**src/rtl/rb_fifo_port_scheduler.sv**
```systemverilog
// Round-robin push arbiter and push/pop sequencer in front of one ring-buffer FIFO.
// Push and pop are never issued together; contested cycles alternate between them.
module rb_fifo_port_scheduler #(
  parameter int NREQ  = 4,
  parameter int MSBD  = 3,
  parameter int DEPTH = 16,
  parameter int CW    = 5
) (
  input  logic                     clock,
  input  logic                     rst,
  input  logic [NREQ-1:0]          i_req,
  input  logic [NREQ*(MSBD+1)-1:0] i_req_data,
  output logic [NREQ-1:0]          o_ack,
  input  logic                     i_pop_req,
  output logic                     o_pop_ack,
  output logic                     o_fifo_push,
  output logic                     o_fifo_pop,
  output logic [MSBD:0]            o_fifo_din,
  input  logic                     i_fifo_full,
  input  logic                     i_fifo_empty,
  output logic [2:0]               o_grant_id,
  output logic [CW-1:0]            o_occupancy
);

  localparam int W = MSBD + 1;

  if (NREQ < 2 || NREQ > 8 || (1 << CW) <= DEPTH) begin : g_bad_param
    $error("rb_fifo_port_scheduler: bad parameters");
  end

  logic [2:0]    r_rr;
  logic          r_fav;
  logic [CW-1:0] r_occ;

  logic [2:0]    w_win;
  logic [MSBD:0] w_din;
  logic [2:0]    w_rr_nxt;
  logic          w_push_ok;
  logic          w_pop_ok;
  logic          w_do_push;
  logic          w_do_pop;

  // Winner is the requester at the smallest rotated distance from r_rr.
  always_comb begin : pick
    int best;
    int d;
    w_win = '0;
    w_din = '0;
    best  = NREQ;
    d     = 0;
    for (int i = 0; i < NREQ; i++) begin
      if (i >= int'(r_rr)) d = i - int'(r_rr);
      else d = i + NREQ - int'(r_rr);
      if (i_req[i] && d < best) begin
        best  = d;
        w_win = 3'(i);
        w_din = i_req_data[i*W +: W];
      end
    end
  end

  assign w_push_ok = (|i_req) & ~i_fifo_full;
  assign w_pop_ok  = i_pop_req & ~i_fifo_empty;
  assign w_do_pop  = ~rst & w_pop_ok & (~w_push_ok | r_fav);
  assign w_do_push = ~rst & w_push_ok & ~(w_pop_ok & r_fav);

  assign w_rr_nxt = (w_win == 3'(NREQ - 1)) ? 3'd0 : w_win + 3'd1;

  assign o_fifo_push = w_do_push;
  assign o_fifo_pop  = w_do_pop;
  assign o_pop_ack   = w_do_pop;
  assign o_fifo_din  = w_din;
  assign o_grant_id  = w_win;
  assign o_occupancy = r_occ;
  assign o_ack = w_do_push ? (NREQ'(1) << w_win) : '0;

  always_ff @(posedge clock) begin
    if (rst) begin
      r_rr  <= '0;
      r_fav <= 1'b0;
      r_occ <= '0;
    end else begin
      if (w_do_push) begin
        r_rr  <= w_rr_nxt;
        r_occ <= r_occ + CW'(1);
      end else if (w_do_pop) begin
        r_occ <= r_occ - CW'(1);
      end
      if (w_push_ok & w_pop_ok) r_fav <= w_do_push;
    end
  end

endmodule

```
**config.mk**
```make
export PLATFORM = sky130hd
export DESIGN_NAME = rb_fifo_port_scheduler
export DESIGN_NICKNAME = d
export VERILOG_FILES = /design/src/rtl/rb_fifo_port_scheduler.sv
export SDC_FILE = /design/constraint.sdc
export NUM_CORES = 1
export LEC_CHECK = 0
export CORE_MARGIN = 1.5
export CORE_UTILIZATION = 39
export DETAILED_ROUTE_END_ITERATION = 8
export MAX_ROUTING_LAYER = met4
export PLACE_DENSITY = 0.76
export SYNTH_ARGS = -nofsm -noshare
export SYNTH_HDL_FRONTEND = slang
export SYNTH_SLANG_ARGS = --single-unit
```
**constraint.sdc**
```tcl
create_clock -name clock -period 7.2 [get_ports clock]
set_input_delay 1.44 -clock clock [delete_from_list [all_inputs] [get_ports clock]]
set_output_delay 1.44 -clock clock [all_outputs]
set_load 0.01 [all_outputs]
```
==> impl_results.md, run 1 <==
* Post-synthesis cell type count at 38
* Diode count at 0
* Row Count at 19
* Setup crit end: o_fifo_din[2]
* Starting Density at between 40% and 50%
* HPWL after detailed placement at 2.47 mm
* Post-synthesis sequential area ratio at between 10 and 15%
* Cell depth of the worst flop-to-flop path at 24
* Tcrit/Tclk final at 98.1%
* Post-layout instance count excluding filler cells at between 200 and 250
* TNS Setup at 0 ns
* NetSw at between 150 and 200 uW
* Gr usage total at 20.9%
* Final Cell Area at approximately 1900 sq um
* Io pins at 44
* WHS Path Cells at 2
* 1st-pass router iterations at 4
* Worst VDD drop at ~190 uV
* Critical path peak fanout at 9
* Kind of critical path: primary input to primary output
* Tot Pwr at 472 uW
* Antenna violations before repair at 0
* Clock sink count at 8
* Clock Latency Late Sink at approximately 0.26 ns
* CTS tree: built
* Lkg Pwr at about 0.92 nW
* Post-synthesis xor/xnor area fraction at roughly 4%
* Core area at 2730 sq um
* GR Overflow Total at 0
* First-pass GRT wire length at approximately 5.3 mm
* Area added between synthesis and finish at 69.6%
* Die Wd at between 50 and 60 microns
* Max frequency at ~140 MHz
* Final WL at roughly 3.3 mm
* Max Transition Viols Final at 0
* Full die area at approximately 3200 sq um
* Worst-margin pin slew at 0.928 ns
* Setup crit end kind: primary output
* Placed Instance Area at 1690 sq um
* Worst Path Arrival at 5.62 ns
* Routed WL per cell at approximately 14 microns
* Worst Setup Start Kind: primary input
* Sw frac at 40.1%
* DRT antenna net count at 0
* CTS clk-pin slew, worst paths at 0.06 ns
* IO buf count at 42
* CTS H-tree lvls at 1
* Final count of hold timing violations at 0
* Number of vias per cell at between 5 and 6
* Post-synthesis compound-gate area fraction at between 20% and 30%
* Die height at around 56 microns
* Adder-cell share of the synthesized area at roughly 20%
* CTS root buf: clkbuf_4
* Outcome: finished clean
* CP Launch Point: i_req[0]
* Unrepaired setup endpoints after global routing: true
* Final setup violation count at 0
* Post-Synth Simple-Gate Area at between 15 and 20%
* Yosys Warn Count at 0
* Main combinational cell family by area after synthesis: compound AO/OA/AOI/OAI gates
* Share of cells above drive strength 1 at approximately 29%
* Most common cell after layout, fill and taps aside: clkdlybuf4s50_1
* DP Cell Count at between 200 and 250
* Pint at around 280 uW
* Vias in the first global route at between 1000 and 1500
* Num CTS Buffers at 3
* Pwr dens at between 200 and 300 nW/um^2
* Synth Instances at 138
* Largest net degree at the start of global routing at 13
* Dominant synthesized flop cell: dfxtp_1
* Final core utilization at 68.8%
* Share of power burned in registers at 12.6%
* Logic pwr share at approximately four fifths
* Bufs on Longest Clock Path at 2
* Reg2Reg Capture Point: r_rr[1]
* Post-Synthesis Cell Area at around 1100 sq um
* Clk network pwr share at under 10%
* Worst r2r src: r_rr[0]
* Drt initial violations at 24
* WP data required at roughly 5.8 ns
* Hold Crit Class: flop to flop
* Asr flop ratio synth at 0%
* Min Tclk post-route at around 7 ns
* Yosys reg bits at 8
* Total number of vias at around 1300
* Multiplexer share of the synthesized area at between 10% and 20%
* Average size of a mapped cell at between 8 and 9 sq um
* Max cap viols at 0
* Reg2reg setup slack at between 2 and 2.5 ns
* Most frequent cells in the layout: 32 x clkdlybuf4s50_1, 31 x buf_4, 15 x inv_1
* Residual DRC at 0
* Post-synth EDFFs at 0
* RD Place Congestion at roughly 0.87
* Relative slew slack at 37.3%
* Clk_skew at around 0.0033 ns
* Fin nets at around 260
worst max-delay path, stage by stage:
cell	delay (ns)
clkbuf_2	0.11
buf_6	0.14
nand2_1	0.07
ha_1	0.19
a211o_1	0.29
a31oi_4	0.20
a31oi_4	0.13
nor2_2	0.14
a31oi_2	0.06
ha_2	0.21
nor4_4	0.31
o211ai_2	0.15
nand2_1	0.11
mux2_2	0.34
ha_1	0.30
a211oi_2	0.09
buf_4	0.14
buf_4	0.13
buf_4	0.12
a32oi_2	0.19
buf_4	0.17
mux2_2	0.32
dlygate4sd2_1	0.29
state kept, by name, indices dropped and copies added (netlist names):
name and flops:
r_fav 1, o_occupancy 5, r_rr 2
final cells by class:
| type | count | area (sq um) |
|---|---|---|
| fill | 224 | 853 |
| tap | 31 | 38.8 |
| inverter | 15 | 56.3 |
| multi-input combinational | 113 | 951 |
| timing repair buffer | 74 | 652 |
| clock buffer | 3 | 22.5 |
| sequential | 8 | 160 |
what timing repair did:
item                                    4_1_cts  5_1_grt
endpoints found under the setup margin       10       10
pin swaps                                     4        6
setup buffers                                12        2
resized for setup                            12       12
hold buffers                                  0        0
routing by layer:
| layer | routed length [microns] | track usage [%] | share of wire [%] | vias up |
|---|---|---|---|---|
| met5 | 0 | - | 0 | - |
| met4 | 12 | 4.76 | 0.36 | 0 |
| met3 | 62 | 1.15 | 1.9 | 2 |
| met2 | 1910 | 42.0 | 57 | 17 |
| met1 | 1360 | 22.0 | 41 | 615 |
| li1 | - | - | - | 624 |
power groups by stage:
stage,sequential [mW],clock (mW),combinational [mW]
after floorplan,0.0600,0,0.179
after global placement,0.0592,0,0.302
after detailed placement,0.0604,0,0.312
after CTS,0.0595,0.0369,0.345
after global routing,0.0605,0.0382,0.407
final,0.0595,0.0359,0.377
synthesized netlist by cell type (all sizes together) (2+ instances only):
library cell	count	area share, %
a21o	3	2.0
ha	16	18
nand2	14	4.7
and2	5	2.8
nor2	15	5.1
mux2i	6	5.4
a31o	2	1.6
clkbuf	2	0.68
a21oi	5	2.3
dfxtp	8	14
inv	15	5.1
buf	4	2.5
a31oi	5	3.4
mux2	10	10
o41ai	2	2.3
xor2	2	1.6
o211ai	3	2.5
o21ai	3	1.4
xnor2	3	2.4
stage by stage:
stage                     hold WS [ns]  setup WS [ns]
after detailed placement         0.522         -0.440
after global routing             0.572        -0.0621
after CTS                        0.537         0.0514
final                            0.536          0.137
after global placement           0.498         -0.296
after floorplan                  0.483         0.0163
how the worst min path moves through the flow:
| stage | from | endpoint | slack (ns) |
|---|---|---|---|
| floorplan | r_rr[1] | r_rr[1] | 0.48 |
| global placement | o_occupancy[2] | o_occupancy[2] | 0.50 |
| detailed placement | o_occupancy[3] | o_occupancy[3] | 0.52 |
| CTS | o_occupancy[3] | o_occupancy[3] | 0.54 |
| global route | r_rr[0] | r_rr[0] | 0.57 |
| finish | o_occupancy[3] | o_occupancy[3] | 0.54 |
cell families after synthesis:
group / after synthesis
AND/OR/NAND/NOR: 41
AO/OA/AOI/OAI: 29
buffers and inverters: 21
adder cells (fa/ha/maj): 17
multiplexers: 16
flip-flops: 8
XOR/XNOR: 5
other: 1
Note: power is estimated with default switching activity, not from simulation.
==> inputs of run 2 (changes only) <==
CORE_MARGIN = 2   (was 1.5)
HOLD_SLACK_MARGIN = 0.06   (was unset)
==> run 2 against run 1 <==
Effect of this change:
- wire length increased by 2.2%
- utilization increased by 3.4 points
- largest cell class unchanged
- total power rose by 5.9%
- sequential share of layout area is 0.40 points lower
- die area rose by 3.6%
- via count up 2.0%
- clock skew is 0.0011 ns lower
- final cell count grew 2.5%
- worst setup slack got worse by 0.021 ns
==> impl_results.md, run 2 (synthesis results as in run 1) <==
* Hold_buf cts at 0 (unchanged)
* Fin nets at 263 (was 257)
* Full die area at 3290 sq um (was 3170 sq um)
* Worst VDD drop at 169 uV (was 189 uV)
* IO buf count at 42 (unchanged)
* WP data required at 5.76 ns (about the same)
* Num CTS Buffers at 3 (unchanged)
* Bufs on Longest Clock Path at 2 (unchanged)
* Vias in the first global route at 1286 (was 1251)
* Clock sink count at 8 (unchanged)
* Sw frac at 39.2% (was 40.1%)
* Die Wd at 57.3 microns (was 56.3 microns)
* Pwr dens at 253 nW/um^2 (was 251 nW/um^2)
* Max frequency at 141 MHz (was 142 MHz)
* Final WL at 3.42 mm (was 3.35 mm)
* Min Tclk post-route at 7.08 ns (was 7.06 ns)
* DRT antenna net count at 0 (unchanged)
* Total number of vias at 1283 (was 1258)
* Placed Instance Area at 1690 sq um (unchanged)
* NetSw at 196 uW (was 189 uW)
* Largest net degree at the start of global routing at 13 (unchanged)
* 1st-pass router iterations at 4 (unchanged)
* Row Count at 19 (unchanged)
* Max cap viols at 0 (unchanged)
* Clk_skew at 0.00226 ns (was 0.00334 ns)
* Most common cell after layout, fill and taps aside: buf_4 (was clkdlybuf4s50_1)
* Residual DRC at 0 (unchanged)
* CTS H-tree lvls at 1 (unchanged)
* Routed WL per cell at 13.7 microns (about the same)
* Logic pwr share at 81.2% (was 79.8%)
* Area added between synthesis and finish at 78.0% (was 69.6%)
* Final Cell Area at 1970 sq um (was 1880 sq um)
* Kind of critical path: primary input to primary output (unchanged)
* TNS Setup at 0 ns (unchanged)
* Max reg flops at 5 (unchanged)
* Share of cells above drive strength 1 at 32.0% (was 28.6%)
* Die height at 57.3 microns (was 56.3 microns)
* Tcrit/Tclk final at 98.4% (was 98.1%)
* Smallest hold slack at 0.520 ns (was 0.536 ns)
* Number of vias per cell at 5.13 (was 5.16)
* GR Overflow Total at 0 (unchanged)
* Lkg Pwr at 0.944 nW (was 0.919 nW)
* Hold Crit Class: flop to flop (unchanged)
* Most frequent cells in the layout: 38 x buf_4, 32 x clkdlybuf4s50_1, 15 x inv_1, 14 x nor2_1, 14 x nand2_1 (was 32 x clkdlybuf4s50_1, 31 x buf_4, 15 x inv_1)
* Clk network pwr share at 6.8% (was 7.6%)
* Final core utilization at 72.2% (was 68.8%)
* Critical path peak fanout at 6 (was 9)
* Share of power burned in registers at 12.0% (was 12.6%)
* CTS tree: built (unchanged)
* Diode count at 0 (unchanged)
* First-pass GRT wire length at 5.62 mm (was 5.31 mm)
* Pint at 304 uW (was 283 uW)
* Tot Pwr at 500 uW (was 472 uW)
* Outcome: finished clean (unchanged)
* Final count of hold timing violations at 0 (unchanged)
* Clock Latency Late Sink at 0.25 ns (was 0.26 ns)
* Relative slew slack at 42.1% (was 37.3%)
* Final setup violation count at 0 (unchanged)
* CTS root buf: clkbuf_4 (unchanged)
* CTS clk-pin slew, worst paths at 0.05 ns (was 0.06 ns)
* Worst Path Arrival at 5.64 ns (was 5.62 ns)
* RD Place Congestion at 0.827 (was 0.874)
* Max Transition Viols Final at 0 (unchanged)
* Gr usage total at 21.9% (was 20.9%)
* Worst-margin pin slew at 0.857 ns (was 0.928 ns)
* Core area at 2730 sq um (unchanged)
* Setup crit end kind: primary output (unchanged)
* Worst Setup Start Kind: primary input (unchanged)
* Starting Density at 40.5% (unchanged)
* Io pins at 44 (unchanged)
* Drt initial violations at 30 (was 24)
* HPWL after detailed placement at 2.38 mm (was 2.47 mm)
* Antenna violations before repair at 0 (unchanged)
run 2: cell count changes in the layout (fill, tap and decap cells not counted), sizes merged:
| cell | delta |
|---|---|
| buf | +6 |
| dlygate4sd2 | +1 |
| dlymetal6s2s | -1 |
run 2: routing by layer:
layer	GRT usage [%]	vias to the layer above	routed length, microns
met2	40.7	23	1920
met5	-	-	0
li1	-	639	-
met4	6.98	0	63
met1	24.0	615	1380
met3	2.49	6	67
run 2: power by group through the flow:
stage | Combinational, mW | Clock [mW] | Sequential (mW)
2_1_floorplan | 0.179 | 0 | 0.0600
3_3_place_gp | 0.300 | 0 | 0.0594
3_5_place_dp | 0.311 | 0 | 0.0597
4_1_cts | 0.351 | 0.0370 | 0.0589
5_1_grt | 0.444 | 0.0399 | 0.0610
6_report | 0.406 | 0.0342 | 0.0600
run 2: layout make-up:
| type | instances | area, sq um |
|---|---|---|
| timing repair buffer | 80 | 692 |
| clock buffer | 3 | 22.5 |
| sequential | 8 | 160 |
| fill | 194 | 761 |
| tap | 31 | 38.8 |
| inverter | 15 | 56.3 |
| multi-input combinational | 113 | 1000 |
run 2: worst max-delay path: stages:
cell and delay [ns]:
clkbuf_4 0.15, nand2_1 0.09, ha_4 0.29, a31oi_4 0.09, buf_4 0.15, buf_4 0.12
buf_4 0.12, buf_4 0.13, buf_4 0.12, buf_4 0.12, buf_4 0.12, buf_4 0.12
buf_4 0.12, buf_4 0.12, o211ai_2 0.17, nand2_1 0.11, mux2_4 0.32, ha_4 0.27
a211oi_2 0.08, buf_4 0.14, a41o_1 0.23, a32oi_4 0.28, buf_4 0.15, mux2_2 0.31
dlygate4sd2_1 0.29
run 2: repair_timing:
item	CTS	global route
resized for setup	14	16
endpoints found under the setup margin	10	10
pin swaps	5	5
setup buffers	15	5
run 2: final timing paths:
check                                     from  slack [ns]  depth (start not counted)              to
worst min-delay path            o_occupancy[4]        0.52                          2  o_occupancy[4]
worst max register to register         r_rr[1]        2.37                         27         r_rr[1]
worst max-delay path                  i_req[0]        0.12                         25   o_fifo_din[0]
worst min register to register  o_occupancy[4]        0.52                          2  o_occupancy[4]
run 2: metrics by stage:
stage	cells	setup WS, ns
global placement	227	-0.310
finish	250	0.116
detailed placement	227	-0.501
CTS	245	0.0147
floorplan	142	0.0163
global route	250	-0.0569
==> edit 1 (config.mk and constraints of run 1) <==
Make the reset (`rst`) asynchronous in one clocked block.
--- a/src/rtl/rb_fifo_port_scheduler.sv
+++ b/src/rtl/rb_fifo_port_scheduler.sv
@@ -76,3 +76,3 @@
 
-  always_ff @(posedge clock) begin
+  always_ff @(posedge clock or posedge rst) begin
     if (rst) begin
Check against the original RTL: differs if rst is asserted again (counterexample within 4 cycles, from zero or initial values and one cycle with rst high); with rst held inactive, the same outputs for 10 cycles.
==> edit 1 against run 1 <==
Wire length decreased by 4.5%; design area shrank 1.1%; combinational power increased by 54%; sequential cell count is the same; power grew 48%; count of clock-buffer cells in the layout unchanged; area after synthesis rose by 1.9%; worst setup slack worse by 0.0014 ns; sequential power rose by 43%; utilization is 1.3 points lower; critical endpoint is now o_fifo_din[0]; largest cell class unchanged; highest routed layer unchanged.
==> edit 1: results (changes against run 1) <==
Yosys warns: 0 (unchanged)
Netlist cell types: 39 (+2.6%)
Critical R2R Launch: r_rr[1]
Lkg Pwr: 0.876 nW (-4.7%)
DP HPWL: 2460 um (-0.59%)
GP Congestion: 0.831 (-4.9%)
Iter 0 DRT Violations: 48 (+100%)
Status: finished clean
Hold Path Sink: o_occupancy[4]
Worst hold start: o_occupancy[4]
Largest cells by area after synthesis: dfrtp_1, ha_1, a21oi_1, mux2_4, and2_1
Ant diodes: 0 (unchanged)
Layout cells sized above 1: 0.256 (-0.0300)
Critical path fanouts, max: 5 (-4)
Register area share after synthesis: 0.177 (+0.0327)
Pre-CTS setup slack: -0.232 ns (+0.208 ns)
Clock slew at reported path FFs: 0.05 ns
Max-slew headroom: 0.599 (+0.225)
Hold crit path type: register to register
Layout Nets: 239 (-7.0%)
CTS max path bufs: 2 (unchanged)
GRT Total Usage: 0.206 (-0.00253)
Top post-synthesis cells by count: ha_1, a21oi_1, nand2_1, inv_1
CP max stage cell: a311oi_4
DR WL/cell: 14.1 um (+3.1%)
Largest net degree at the start of global routing: 11 (-2)
Worst r2r path cells: 25 (+4.2%)
WHS: 0.477 ns (-0.0590 ns)
First-pass GRT wire length: 5160 um (-2.7%)
Skew-Pair Late Insertion Delay: 0.26 ns (about the same)
Antenna violations before repair: 0 (unchanged)
Synth async-reset ratio: 1.00 (+1.00)
Vias in the first global route: 1,171 (-6.4%)
Cell Area, Placed: 1750 um2 (+3.7%)
Vias/cell: 5.33 (+3.4%)
Hold depth: 1 (-1)
Number of CTS-inserted buffers: 3 (unchanged)
PortBufs: 42 (unchanged)
Clk_skew: 0.000915 ns (-0.00243 ns)
Worst vdd ir: 274 uV (+45%)
Crit Reg-Reg Endpoint: r_rr[0]
[edit 1: changes by cell type in the layout (fill, tap and decap cells not counted), sizes merged, moves of 4 or more]
cell / before / now
nor2: 15 / 7
dfxtp: 8 / 0
and2: 5 / 9
inv: 15 / 9
dfrtp: 0 / 8
a21oi: 5 / 14
buf: 32 / 21
[edit 1: repair_timing]
| action | 4_1_cts | 5_1_grt |
|---|---|---|
| gates cloned | 0 | 0 |
| pin swaps | 1 | 3 |
| setup buffers | 3 | 4 |
| setup endpoints to repair | 8 | 1 |
| gates resized for setup | 12 | 5 |
[edit 1: power breakdown]
group          total (mW)  switching, mW  internal (mW)
Sequential         0.0851         0.0188         0.0663
Clock              0.0355         0.0164         0.0191
Combinational       0.579          0.262          0.317
[edit 1: metal layers]
| layer | part of all wire | vias to the layer above | global-route usage |
|---|---|---|---|
| li1 | - | 596 | - |
| met1 | 0.41 | 581 | 0.236 |
| met2 | 0.54 | 19 | 0.362 |
| met3 | 0.022 | 9 | 0.0230 |
| met4 | 0.027 | 0 | 0.0897 |
| met5 | 0 | - | - |
[edit 1: cell type report]
| type | instances | area (um2) |
|---|---|---|
| repair buffers | 63 | 573 |
| clock buffers | 3 | 22.5 |
| well taps | 31 | 38.8 |
| multi-input cells | 112 | 992 |
| inverters | 9 | 33.8 |
| flip-flops and latches | 8 | 200 |
| fillers | 232 | 897 |
[edit 1: worst max-delay path by stage]
stage,cells after the start,slack (ns),end,startpoint
after CTS,19,0.19,o_grant_id[1],i_req[0]
after detailed placement,22,-0.23,o_ack[1],i_req[0]
after global routing,21,-0.04,o_ack[3],i_req[0]
after floorplan,22,0.02,o_ack[3],i_req[0]
after global placement,21,-0.15,o_ack[3],i_req[0]
final,20,0.14,o_fifo_din[0],i_req[0]
[edit 1: cell families (layout without fill, tap and decap cells)]
| kind of cell | count (synthesis) | in the layout | share of synthesized area |
|---|---|---|---|
| buf+inv | 15 | 75 | 0.0565 |
| other cells | 1 | 5 | 0.00332 |
| flops | 8 | 8 | 0.177 |
| xor+xnor | 4 | 4 | 0.0310 |
| mux | 12 | 12 | 0.128 |
| simple gates | 38 | 38 | 0.176 |
| compound gates | 36 | 36 | 0.233 |
| fa+ha+maj | 17 | 17 | 0.195 |
[edit 1: critical path, delay by kind of cell]
kind	cells	cell delay, ns
compound gates	8	1.40
buf+inv	4	0.85
fa+ha+maj	3	0.76
simple gates	3	0.62
mux	2	0.58
[edit 1: stage by stage]
stage	cells	total power [mW]
floorplan	135	0.426
global placement	216	0.598
detailed placement	216	0.614
CTS	222	0.664
global route	226	0.760
finish	226	0.700
==> edit 2 (settings of run 1) <==
Without the edit above. Set the parameter `MSBD` to 2 (it was 3).
--- a/src/rtl/rb_fifo_port_scheduler.sv
+++ b/src/rtl/rb_fifo_port_scheduler.sv
@@ -4,3 +4,3 @@
   parameter int NREQ  = 4,
-  parameter int MSBD  = 3,
+  parameter int MSBD  = 2,
   parameter int DEPTH = 16,
Ports: changed (resized i_req_data and o_fifo_din); port bits go from 44 to 39. No check against the original RTL was run, so the function may have changed too.
==> edit 2 against run 1 <==
Sequential cell count unchanged; worst setup slack better by 0.13 ns; maximum frequency up 1.8%; first-iteration DRC count down 29%; area after synthesis up 1.6%; synthesized cell count down 4.3%; sequential power down 2%; worst hold slack worse by 0.040 ns; largest cell class unchanged; power down 18%; cell count down 12%; design area down 13%; wire length down 17%; highest routed layer unchanged.
==> edit 2: results (changes against run 1) <==
Iter 0 DRT Violations: 17 (-29%)
CP arrival: 5.50 ns (-0.12 ns)
Vias in the first global route: 1,137 (-9.1%)
Nonclk inv count: 9 (-6)
DR WL/cell: 12.9 um (-5.7%)
Layout cells sized above 1: 0.163 (-0.123)
PortBufs: 37 (-12%)
Vias/cell: 5.18 (+0.50%)
DP HPWL: 2200 um (-11%)
Nonclk buf count: 51 (-31%)
Number of sequential cells: 8 (unchanged)
Top post-synthesis cells by count: ha_1, nor2_1, a21oi_1, and2_1, inv_1
Max-slew headroom: 0.380 (+0.00688)
Met3 usage in global routing: 0.0253 (+0.0138)
Largest cells by area after synthesis: ha_1, dfxtp_1, a21oi_1, nor2_1, and2_1
CTS H-tree lvls: 1 (unchanged)
Metal3 WL: 174 um (+180%)
CP max stage cell: a211o_1
Total net switching power: 0.156 mW (-17%)
Final clock-cell share: 0.0137 (+0.00176)
Lkg Pwr: 0.746 nW (-19%)
Sum of routed wire segments on met1: 1170 um (-14%)
Largest net degree at the start of global routing: 12 (-1)
Clk_skew: 0.00118 ns (-0.00216 ns)
Critical path fanouts, max: 6 (-3)
Seq/total area: 0.0977 (+0.0125)
GRT Total Usage: 0.180 (-0.0294)
Layout filler cell count: 254 (+13%)
First-pass GRT wire length: 4620 um (-13%)
Combinational cell fraction of total power: 0.764 (-0.034)
Layout Nets: 224 (-13%)
Status: finished clean
P_seq: 0.0586 mW (-2%)
Grt met1 use: 0.185 (-0.0344)
Non-clock buffering overhead: 0.284 (-0.0627)
Multi-input combinational area share: 0.560 (+0.0546)
Met2 wire length: 1420 um (-26%)
Register area share after synthesis: 0.142 (-0.00225)
GP Congestion: 0.747 (-14%)
[edit 2: cell types whose count changed in the layout (fill, tap and decap cells not counted), moves of 3 or more]
| cell | change |
|---|---|
| buf_4 | -17 |
| mux2_2 | -10 |
| a21oi_1 | +7 |
| inv_1 | -6 |
| nand2_1 | -6 |
| and2_1 | +4 |
| dlygate4sd2_1 | -4 |
| mux2_4 | +3 |
[edit 2: logic make-up (layout without fill, tap and decap cells)]
kind of cell    after synthesis  after routing  share of synthesized area
xor+xnor                      5              5                     0.0389
buf+inv                      15             63                     0.0633
mux                           9              9                     0.0956
simple gates                 42             42                      0.203
flops                         8              8                      0.142
fa+ha+maj                    17             17                      0.196
other cells                   1              5                    0.00333
compound gates               35             35                      0.258
[edit 2: through the flow]
stage	setup slack [ns]	hold WS [ns]	total power, mW	std cells	area, um2
floorplan	0.243	0.453	0.245	136	1140
global placement	-0.228	0.481	0.342	211	1610
detailed placement	-0.337	0.486	0.349	211	1610
CTS	0.0270	0.492	0.388	215	1640
global route	0.0903	0.528	0.420	215	1640
finish	0.263	0.495	0.387	215	1640
[edit 2: worst paths after layout]
check        startpoint        to  slack (ns)  cells after the start
max            i_req[0]  o_ack[2]        0.26                     21
min             r_rr[0]   r_rr[0]        0.50                      2
max reg2reg     r_rr[0]   r_rr[0]        2.55                     22
min reg2reg     r_rr[0]   r_rr[0]        0.50                      2
[edit 2: timing repair]
| item | 4_1_cts | 5_1_grt |
|---|---|---|
| hold endpoints to repair | 0 | 0 |
| pin swaps | 0 | 1 |
| setup endpoints to repair | 9 | 8 |
| setup buffers | 1 | 0 |
| resized for setup | 6 | 3 |
| hold buffers | 0 | 0 |
